**config.mk**
```make
export PLATFORM = sky130hd
export DESIGN_NAME = obi_mem_arbiter
export DESIGN_NICKNAME = d
export VERILOG_FILES = /design/src/rtl/obi_mem_arbiter.sv
export SDC_FILE = /design/constraint.sdc
export NUM_CORES = 1
export LEC_CHECK = 0
export ABC_AREA = 1
export CAP_MARGIN = 0
export CORE_AREA = 2 2 121 123
export CTS_BUF_LIST = sky130_fd_sc_hd__clkbuf_16
export CTS_CLUSTER_DIAMETER = 120
export DETAILED_ROUTE_END_ITERATION = 16
export DIE_AREA = 0 0 123 125
export GPL_TIMING_DRIVEN = 0
export RECOVER_POWER = 50
export SLEW_MARGIN = 20
export SYNTH_ARGS = -nofsm -noshare
export SYNTH_HDL_FRONTEND = slang
export SYNTH_SLANG_ARGS = --single-unit
```
**constraint.sdc**
```tcl
create_clock -name clk_i -period 2.1 [get_ports clk_i]
set_input_delay 0.42 -clock clk_i [delete_from_list [all_inputs] [get_ports clk_i]]
set_output_delay 0.42 -clock clk_i [all_outputs]
set_load 0.05 [all_outputs]
```
**src/rtl/obi_mem_arbiter.sv**
```systemverilog
// Two-master to one-slave OBI arbiter with round-robin selection, request locking
// and an in-order ID FIFO that steers each slave response back to its issuing master.
module obi_mem_arbiter #(
  parameter int ADDR_WIDTH      = 32,
  parameter int DATA_WIDTH      = 32,
  parameter int MAX_OUTSTANDING = 2
) (
  input  logic                    clk_i,
  input  logic                    rst_i,
  input  logic                    m0_req_i,
  output logic                    m0_gnt_o,
  input  logic [ADDR_WIDTH-1:0]   m0_addr_i,
  input  logic                    m0_we_i,
  input  logic [DATA_WIDTH/8-1:0] m0_be_i,
  input  logic [DATA_WIDTH-1:0]   m0_wdata_i,
  output logic                    m0_rvalid_o,
  output logic [DATA_WIDTH-1:0]   m0_rdata_o,
  input  logic                    m1_req_i,
  output logic                    m1_gnt_o,
  input  logic [ADDR_WIDTH-1:0]   m1_addr_i,
  input  logic                    m1_we_i,
  input  logic [DATA_WIDTH/8-1:0] m1_be_i,
  input  logic [DATA_WIDTH-1:0]   m1_wdata_i,
  output logic                    m1_rvalid_o,
  output logic [DATA_WIDTH-1:0]   m1_rdata_o,
  output logic                    s_req_o,
  input  logic                    s_gnt_i,
  output logic [ADDR_WIDTH-1:0]   s_addr_o,
  output logic                    s_we_o,
  output logic [DATA_WIDTH/8-1:0] s_be_o,
  output logic [DATA_WIDTH-1:0]   s_wdata_o,
  input  logic                    s_rvalid_i,
  input  logic [DATA_WIDTH-1:0]   s_rdata_i,
  output logic                    err_o
);

  localparam int PTR_W = (MAX_OUTSTANDING > 1) ? $clog2(MAX_OUTSTANDING) : 1;
  localparam int CNT_W = $clog2(MAX_OUTSTANDING + 1);

  logic             lock_q, lock_d;
  logic             lock_id_q, lock_id_d;
  logic             rr_q, rr_d;
  logic             err_q, err_d;
  logic [PTR_W-1:0] wr_ptr_q, wr_ptr_d;
  logic [PTR_W-1:0] rd_ptr_q, rd_ptr_d;
  logic [CNT_W-1:0] cnt_q, cnt_d;
  logic             id_mem_q [MAX_OUTSTANDING];

  logic sel;
  logic sel_req;
  logic fifo_full;
  logic fifo_empty;
  logic accept;
  logic push;
  logic pop;
  logic head_id;
  logic rsp_valid;

  function automatic logic [PTR_W-1:0] ptr_inc(input logic [PTR_W-1:0] p);
    if (p == PTR_W'(MAX_OUTSTANDING - 1)) begin
      return '0;
    end
    return p + PTR_W'(1);
  endfunction

  assign fifo_full  = (cnt_q == CNT_W'(MAX_OUTSTANDING));
  assign fifo_empty = (cnt_q == '0);

  // rr_q holds the id granted last; the other master wins a tie.
  always_comb begin
    sel = 1'b0;
    if (lock_q) begin
      sel = lock_id_q;
    end else if (m0_req_i && m1_req_i) begin
      sel = ~rr_q;
    end else if (m1_req_i) begin
      sel = 1'b1;
    end
  end

  assign sel_req   = sel ? m1_req_i : m0_req_i;
  assign s_req_o   = sel_req & ~fifo_full & ~rst_i;
  assign s_addr_o  = sel ? m1_addr_i  : m0_addr_i;
  assign s_we_o    = sel ? m1_we_i    : m0_we_i;
  assign s_be_o    = sel ? m1_be_i    : m0_be_i;
  assign s_wdata_o = sel ? m1_wdata_i : m0_wdata_i;

  assign accept   = s_req_o & s_gnt_i;
  assign m0_gnt_o = accept & ~sel;
  assign m1_gnt_o = accept & sel;

  assign push      = accept;
  assign pop       = s_rvalid_i & ~fifo_empty;
  assign head_id   = id_mem_q[rd_ptr_q];
  assign rsp_valid = pop & ~rst_i;

  assign m0_rvalid_o = rsp_valid & ~head_id;
  assign m1_rvalid_o = rsp_valid & head_id;
  assign m0_rdata_o  = s_rdata_i;
  assign m1_rdata_o  = s_rdata_i;
  assign err_o       = err_q;

  always_comb begin
    lock_d    = lock_q;
    lock_id_d = lock_id_q;
    if (accept) begin
      lock_d = 1'b0;
    end else if (s_req_o) begin
      // Presented but not granted: pin the selection until the slave takes it.
      lock_d    = 1'b1;
      lock_id_d = sel;
    end
  end

  always_comb begin
    rr_d     = accept ? sel : rr_q;
    wr_ptr_d = push ? ptr_inc(wr_ptr_q) : wr_ptr_q;
    rd_ptr_d = pop ? ptr_inc(rd_ptr_q) : rd_ptr_q;
    cnt_d    = cnt_q;
    if (push && !pop) begin
      cnt_d = cnt_q + CNT_W'(1);
    end else if (pop && !push) begin
      cnt_d = cnt_q - CNT_W'(1);
    end
    err_d = err_q | (s_rvalid_i & fifo_empty);
  end

  always_ff @(posedge clk_i) begin
    if (rst_i) begin
      lock_q    <= 1'b0;
      lock_id_q <= 1'b0;
      rr_q      <= 1'b1;
      err_q     <= 1'b0;
      wr_ptr_q  <= '0;
      rd_ptr_q  <= '0;
      cnt_q     <= '0;
    end else begin
      lock_q    <= lock_d;
      lock_id_q <= lock_id_d;
      rr_q      <= rr_d;
      err_q     <= err_d;
      wr_ptr_q  <= wr_ptr_d;
      rd_ptr_q  <= rd_ptr_d;
      cnt_q     <= cnt_d;
    end
  end

  always_ff @(posedge clk_i) begin
    if (push) begin
      id_mem_q[wr_ptr_q] <= sel;
    end
  end

endmodule

```
==> results of run 1 <==
[kinds of logic (layout without fill, tap and decap cells)]
kind of cell | Yosys count | after routing | synth area share
AND/OR/NAND/NOR | 239 | 240 | 0.502
buffers and inverters | 96 | 386 | 0.330
AO/OA/AOI/OAI | 11 | 11 | 0.0298
flip-flops | 11 | 11 | 0.127
adder cells (fa/ha/maj) | 1 | 1 | 0.00662
XOR/XNOR | 1 | 1 | 0.00463
[repair_timing]
action                                  CTS  global route
endpoints found under the hold margin     0             0
hold buffers                              0             0
pin swaps                                 2             1
gates cloned                              1             0
resized for setup                       490            12
buffers inserted                          2             2
endpoints found under the setup margin   75            38
[registers in the layout, indices dropped and copies added, names as in the netlist, named ones only]
| register | cells |
|---|---|
| wr_ptr_q | 1 |
| lock_q | 1 |
| rd_ptr_q | 1 |
| cnt_q | 2 |
| id_mem_q | 2 |
| lock_id_q | 1 |
| err_o | 1 |
| rr_q | 1 |
[metal layers]
layer	GRT usage	up-vias	part of all wire
met1	0.130	1261	0.37
li1	-	1596	-
met5	0	-	0
met3	0.0251	6	0.096
met4	0.0147	0	0.0066
met2	0.233	157	0.53
[layout by cell type (no fill, tap or decap), drive strengths merged]
| cell | n |
|---|---|
| a21oi | 5 |
| a31oi | 1 |
| buf | 156 |
| clkbuf | 4 |
| clkdlybuf4s50 | 141 |
| dfxtp | 9 |
| dlygate4sd2 | 1 |
| dlygate4sd3 | 64 |
| dlymetal6s2s | 1 |
| edfxtp | 2 |
| ha | 1 |
| inv | 19 |
| nand2 | 222 |
| nand3 | 5 |
| nand4 | 3 |
| nor2 | 10 |
| o21ai | 5 |
| xor2 | 1 |
[stage by stage]
step / power, uW / std cells
floorplan: 1800 / 359
global placement: 2740 / 825
detailed placement: 2740 / 825
CTS: 3120 / 832
global route: 3260 / 834
finish: 3080 / 834
[worst max-delay path by stage]
stage | endpoint | slack, ps | startpoint | cells past startpoint
finish | m0_gnt_o | 80 | m1_req_i | 7
global route | m1_rvalid_o | 10 | s_rvalid_i | 6
CTS | m0_gnt_o | 4 | rst_i | 7
detailed placement | s_addr_o[24] | -1040 | m0_req_i | 9
global placement | s_wdata_o[24] | -1020 | m0_req_i | 9
floorplan | m0_gnt_o | 150 | m0_req_i | 5
[cell type report]
class / instances / share of cell area
clock buffers: 3 / 0.0149
clock inverters: 1 / 0.000743
flip-flops and latches: 11 / 0.0475
repair buffers: 286 / 0.539
plain buffers: 78 / 0.124
inverters: 18 / 0.0158
well taps: 184 / 0.0455
multi-input cells: 253 / 0.212
[power by group through the flow]
stage                     logic [uW]  clock network (uW)  registers (uW)
after CTS                       2490                 340             292
after floorplan                 1490                   0             308
after detailed placement        2450                   0             295
final                           2450                 336             293
after global placement          2450                   0             292
after global routing            2610                 352             297
[worst register-to-register path: cells and delay by family (launching register included)]
kind | cells | cell delay [ps]
buf+inv | 3 | 280
flops | 1 | 340
fa+ha+maj | 1 | 310
simple gates | 3 | 420
compound gates | 4 | 390
[Yosys cell counts, types with 2 or more instances]
master	n	area, sq um
nor2_1	9	33.8
buf_4	64	480
nand2_1	218	818
inv_1	15	56.3
nand3_1	3	15.0
nand4_1	3	18.8
dfxtp_1	9	180
edfxtp_1	2	60.1
inv_2	3	11.3
nand2_2	2	12.5
buf_2	13	65.1
a21oi_1	5	25.0
o21ai_0	5	25.0
==> reports/summary.txt, run 1 <==
Hold Startpoint - rst_i
Grt ovf - 0
Setup violators final - 0
Clock root buffer - clkbuf_16
Final GP Congestion - 0.729
Worst vdd ir - 0.000297 V
Core ar. - 0.0142 sq mm
Initial drt markers - 57
CP arrival - 1600 ps
Largest net degree at the start of global routing - 12
Final period util - 0.964
Slew headroom - 0.651
Worst slew pin tran - 522 ps
Die area - 0.0154 sq mm
Number of enable flip-flop cells after synthesis - 2
Die Width - 123 microns
DRT antenna net count - 0
Minimum hold slack - 448 ps
Crit path top cell by count - nand3_4
Ys async rst share - 0
Clock buffer depth - 2
Reg2Reg Depth - 11
Status - finished, final reports clean
Internal - 1420 uW
Antenna violations before repair - 0
First-pass GRT wire length - 14500 microns
Clock-pin slew on the worst setup and hold paths - 40 ps
Post-Syn Instances - 359
Critical path, cell by cell - dlygate4sd2_1 -> nand3_4 -> buf_4 -> nand3_2 -> nand3_4 -> nor2_1 -> buf_6
RSZ-0062 raised after global routing - no
Leak - 0.00259 uW
Ys Warns - 0
WL/cell - 11.7 microns
Initial Util - 0.133
Seq. cell area - 240 sq um
Fin util - 0.356
Vias in the first global route - 2909
CP endpoint kind - output pin
Tmin final - 2020 ps
Share of layout cells above drive strength 1 - 0.266
Slew Viols, Final - 0
Critical path's top delay family - buffers and inverters
Crit Path Class - in -> out
Chip height - 125 microns
Synthesized area - 0.00189 sq mm
Post-DP Area - 0.00494 sq mm
Setup crit start kind - input port
R2r endpoint - cnt_q[1]
Drt first pass iters - 4
Hold Path End - err_o
Seq/Total Area, Yosys - 0.127
Max-cap violations - 0
Residual DRC count - 0
CTS buffer count - 3
Io pins - 315
Worst Hold Class - in -> reg
Switching portion of total power - 0.539
Vias/cell - 3.62
WP buf/inv - 3
CP max stage delay - 290 ps
Vias post-DR - 3020
H-tree depth - 1
Comb power frac - 0.796
Endpoints failing hold - 0
NetSw - 1660 uW
Clock tree sinks - 11
Fill count - 1535
Mean Syn Cell Area - 5.27 sq um
Max Fclk - 0.494 GHz
Final wirelength - 9790 microns
Final nets - 828
Area grow syn2layout - 167%
CP max-delay cell - dlygate4sd2_1
I/O Buffers - 282
Worst-Skew Late Latency - 230 ps
Hold Path Depth - 2
Setup tns final - 0 ps
Cell area power density - 609 mW/mm^2
Seq pwr share - 0.095
Crit Path Max Fanout - 6
Footprint of the multi-input gates - 0.00107 sq mm
Clk pwr share - 0.109
Std-Cell Rows - 44
Final cell area excluding filler cells - 0.00505 sq mm
Predominant post-synthesis flop cell - dfxtp_1
R2r setup slk - 250 ps
Post-DP HPWL - 8350 microns
Synth cell types - 21
CTS tree - yes
Reg2reg start - lock_q
Pre-CTS setup slack - -1040 ps
CP required - 1680 ps
Post-Syn Nets - 536
Fin worst setup slack - 75.6 ps
Total routing usage reported by global routing - 0.118
Setup Skew - 2.19 ps
Post-synthesis sequential element count - 11
Antenna cells - 0
No activity file was read; power rests on OpenSTA's default activity.
==> run 2: changes to the inputs <==
- MAX_ROUTING_LAYER: not set -> met4
==> reports/summary.txt, run 2 (synthesized netlist as in run 1, its figures left out) <==
Die area - 0.0154 sq mm (unchanged)
CP endpoint kind - output pin (unchanged)
I/O Buffers - 282 (unchanged)
Fin worst setup slack - 74.8 ps (was 75.6 ps)
Tot Pwr - 3080 uW (about the same)
CP max stage delay - 290 ps (about the same)
Hold Startpoint - rst_i (unchanged)
Setup Skew - 2.26 ps (was 2.19 ps)
Final nets - 828 (unchanged)
Critical path's top delay family - buffers and inverters (unchanged)
Initial Util - 0.133 (unchanged)
Vias post-DR - 3015 (was 3020)
CP max-delay cell - dlygate4sd2_1 (unchanged)
Clock tree sinks - 11 (unchanged)
CP required - 1680 ps (about the same)
Chip height - 125 microns (unchanged)
Max Fclk - 0.494 GHz (about the same)
Endpoints failing hold - 0 (unchanged)
Biggest regs - cnt_q (2), id_mem_q (2) (unchanged)
Seq. cell area - 240 sq um (unchanged)
Slew headroom - 0.654 (was 0.651)
Critical path, cell by cell - dlygate4sd2_1 -> nand3_4 -> buf_4 -> nand3_2 -> nand3_4 -> nor2_1 -> buf_6 (unchanged)
Pre-CTS setup slack - -1040 ps (unchanged)
Switching portion of total power - 0.539 (about the same)
NetSw - 1660 uW (unchanged)
Die Width - 123 microns (unchanged)
Wire length on met2 - 5170 microns (was 5160 microns)
CTS tree - yes (unchanged)
Seq pwr share - 0.095 (about the same)
Crit Path Max Fanout - 6 (unchanged)
DRT antenna net count - 0 (unchanged)
Max layer used - met4 (unchanged)
Cell area power density - 609 mW/mm^2 (about the same)
Worst slew pin tran - 517 ps (was 522 ps)
CTS buffer count - 3 (unchanged)
Clock-pin slew on the worst setup and hold paths - 40 ps (about the same)
Worst Hold Class - in -> reg (unchanged)
Footprint of the multi-input gates - 0.00107 sq mm (unchanged)
Final GP Congestion - 0.738 (was 0.729)
Tmin final - 2030 ps (was 2020 ps)
Worst-Skew Late Latency - 230 ps (about the same)
Vias/cell - 3.62 (about the same)
Met3 WL - 832 microns (was 940 microns)
Share of layout cells above drive strength 1 - 0.266 (unchanged)
Setup violators final - 0 (unchanged)
Crit path top cell by count - nand3_4 (unchanged)
Setup crit start kind - input port (unchanged)
Fin util - 0.356 (unchanged)
Final period util - 0.964 (about the same)
Residual DRC count - 0 (unchanged)
H-tree depth - 1 (unchanged)
Reg2reg start - lock_q (unchanged)
WP buf/inv - 3 (unchanged)
Status - finished, final reports clean (unchanged)
Total routing usage reported by global routing - 0.121 (was 0.118)
Internal - 1420 uW (about the same)
WL/cell - 11.7 microns (about the same)
Largest net degree at the start of global routing - 12 (unchanged)
Clock root buffer - clkbuf_16 (unchanged)
Non-Filler Instances - 834 (unchanged)
CP arrival - 1610 ps (was 1600 ps)
Comb power frac - 0.796 (about the same)
Placed Instances - 825 (unchanged)
Leak - 0.00259 uW (unchanged)
Std-Cell Rows - 44 (unchanged)
Core ar. - 0.0142 sq mm (unchanged)
Clock buffer depth - 2 (unchanged)
Max-cap violations - 0 (unchanged)
Critical Path Source - m1_req_i (unchanged)
Commonest non-fill, non-tap cell in the layout - nand2_1 (unchanged)
Post-DP HPWL - 8350 microns (unchanged)
Clk pwr share - 0.109 (about the same)
Final wirelength - 9770 microns (was 9790 microns)
Cts hold-fix bufs - 0 (unchanged)
Antenna violations before repair - 0 (unchanged)
Initial drt markers - 54 (was 57)
Most frequent cells in the layout - nand2_1, clkdlybuf4s50_1, buf_4 (unchanged)
Fill count - 1535 (unchanged)
RSZ-0062 raised after global routing - no (unchanged)
Area grow syn2layout - 167% (unchanged)
Met1 Wirelength - 3710 microns (was 3620 microns)
Grt ovf - 0 (unchanged)
Antenna cells - 0 (unchanged)
R2r setup slk - 250 ps (about the same)
First-pass GRT wire length - 14500 microns (about the same)
Io pins - 315 (unchanged)
Vias in the first global route - 2917 (was 2909)
Worst vdd ir - 0.000297 V (about the same)
Slew Viols, Final - 0 (unchanged)
Drt first pass iters - 4 (unchanged)
Crit Path Class - in -> out (unchanged)
## run 2: cell counts in the layout (fill, tap and decap cells not counted)
No cell type changed its count.
## run 2: path summary, 6_finish.rpt
kind,end,cells past startpoint
setup / recovery,m0_gnt_o,7
hold / removal,err_o,2
setup reg to reg,cnt_q[1],11
hold reg to reg,rd_ptr_q,1
## run 2: cell type report
class | count | share of cell area
Buffer | 78 | 0.124
Inverter | 18 | 0.0158
Timing Repair Buffer | 286 | 0.539
Clock inverter | 1 | 0.000743
Clock buffer | 3 | 0.0149
Sequential cell | 11 | 0.0475
Tap cell | 184 | 0.0455
Multi-Input combinational cell | 253 | 0.212
## run 2: power by group through the flow
stage	registers [uW]	logic (uW)	clock network (uW)
final	293	2450	335
after floorplan	308	1490	0
after global routing	297	2610	352
after detailed placement	295	2450	0
after global placement	292	2450	0
after CTS	292	2490	340
## run 2: metal layers
metal  vias up  GRT usage
met5         -          -
met4         0     0.0147
met3         6     0.0173
met2       157      0.233
met1      1255      0.134
li1       1597          -
## run 2: per-stage QoR
step	instance area [sq um]	hold slack [ps]	setup TNS, ps
2_1_floorplan	1890	425	0
3_3_place_gp	4940	436	-69620
3_5_place_dp	4940	444	-70490
4_1_cts	5020	452	0
5_1_grt	5050	470	0
6_report	5050	448	0
## run 2: timing repair
| action | in CTS | in global routing |
|---|---|---|
| setup endpoints to repair | 75 | 38 |
| gates cloned | 1 | 0 |
| gates resized for setup | 490 | 12 |
| pin swaps | 2 | 1 |
| buffers inserted | 2 | 2 |
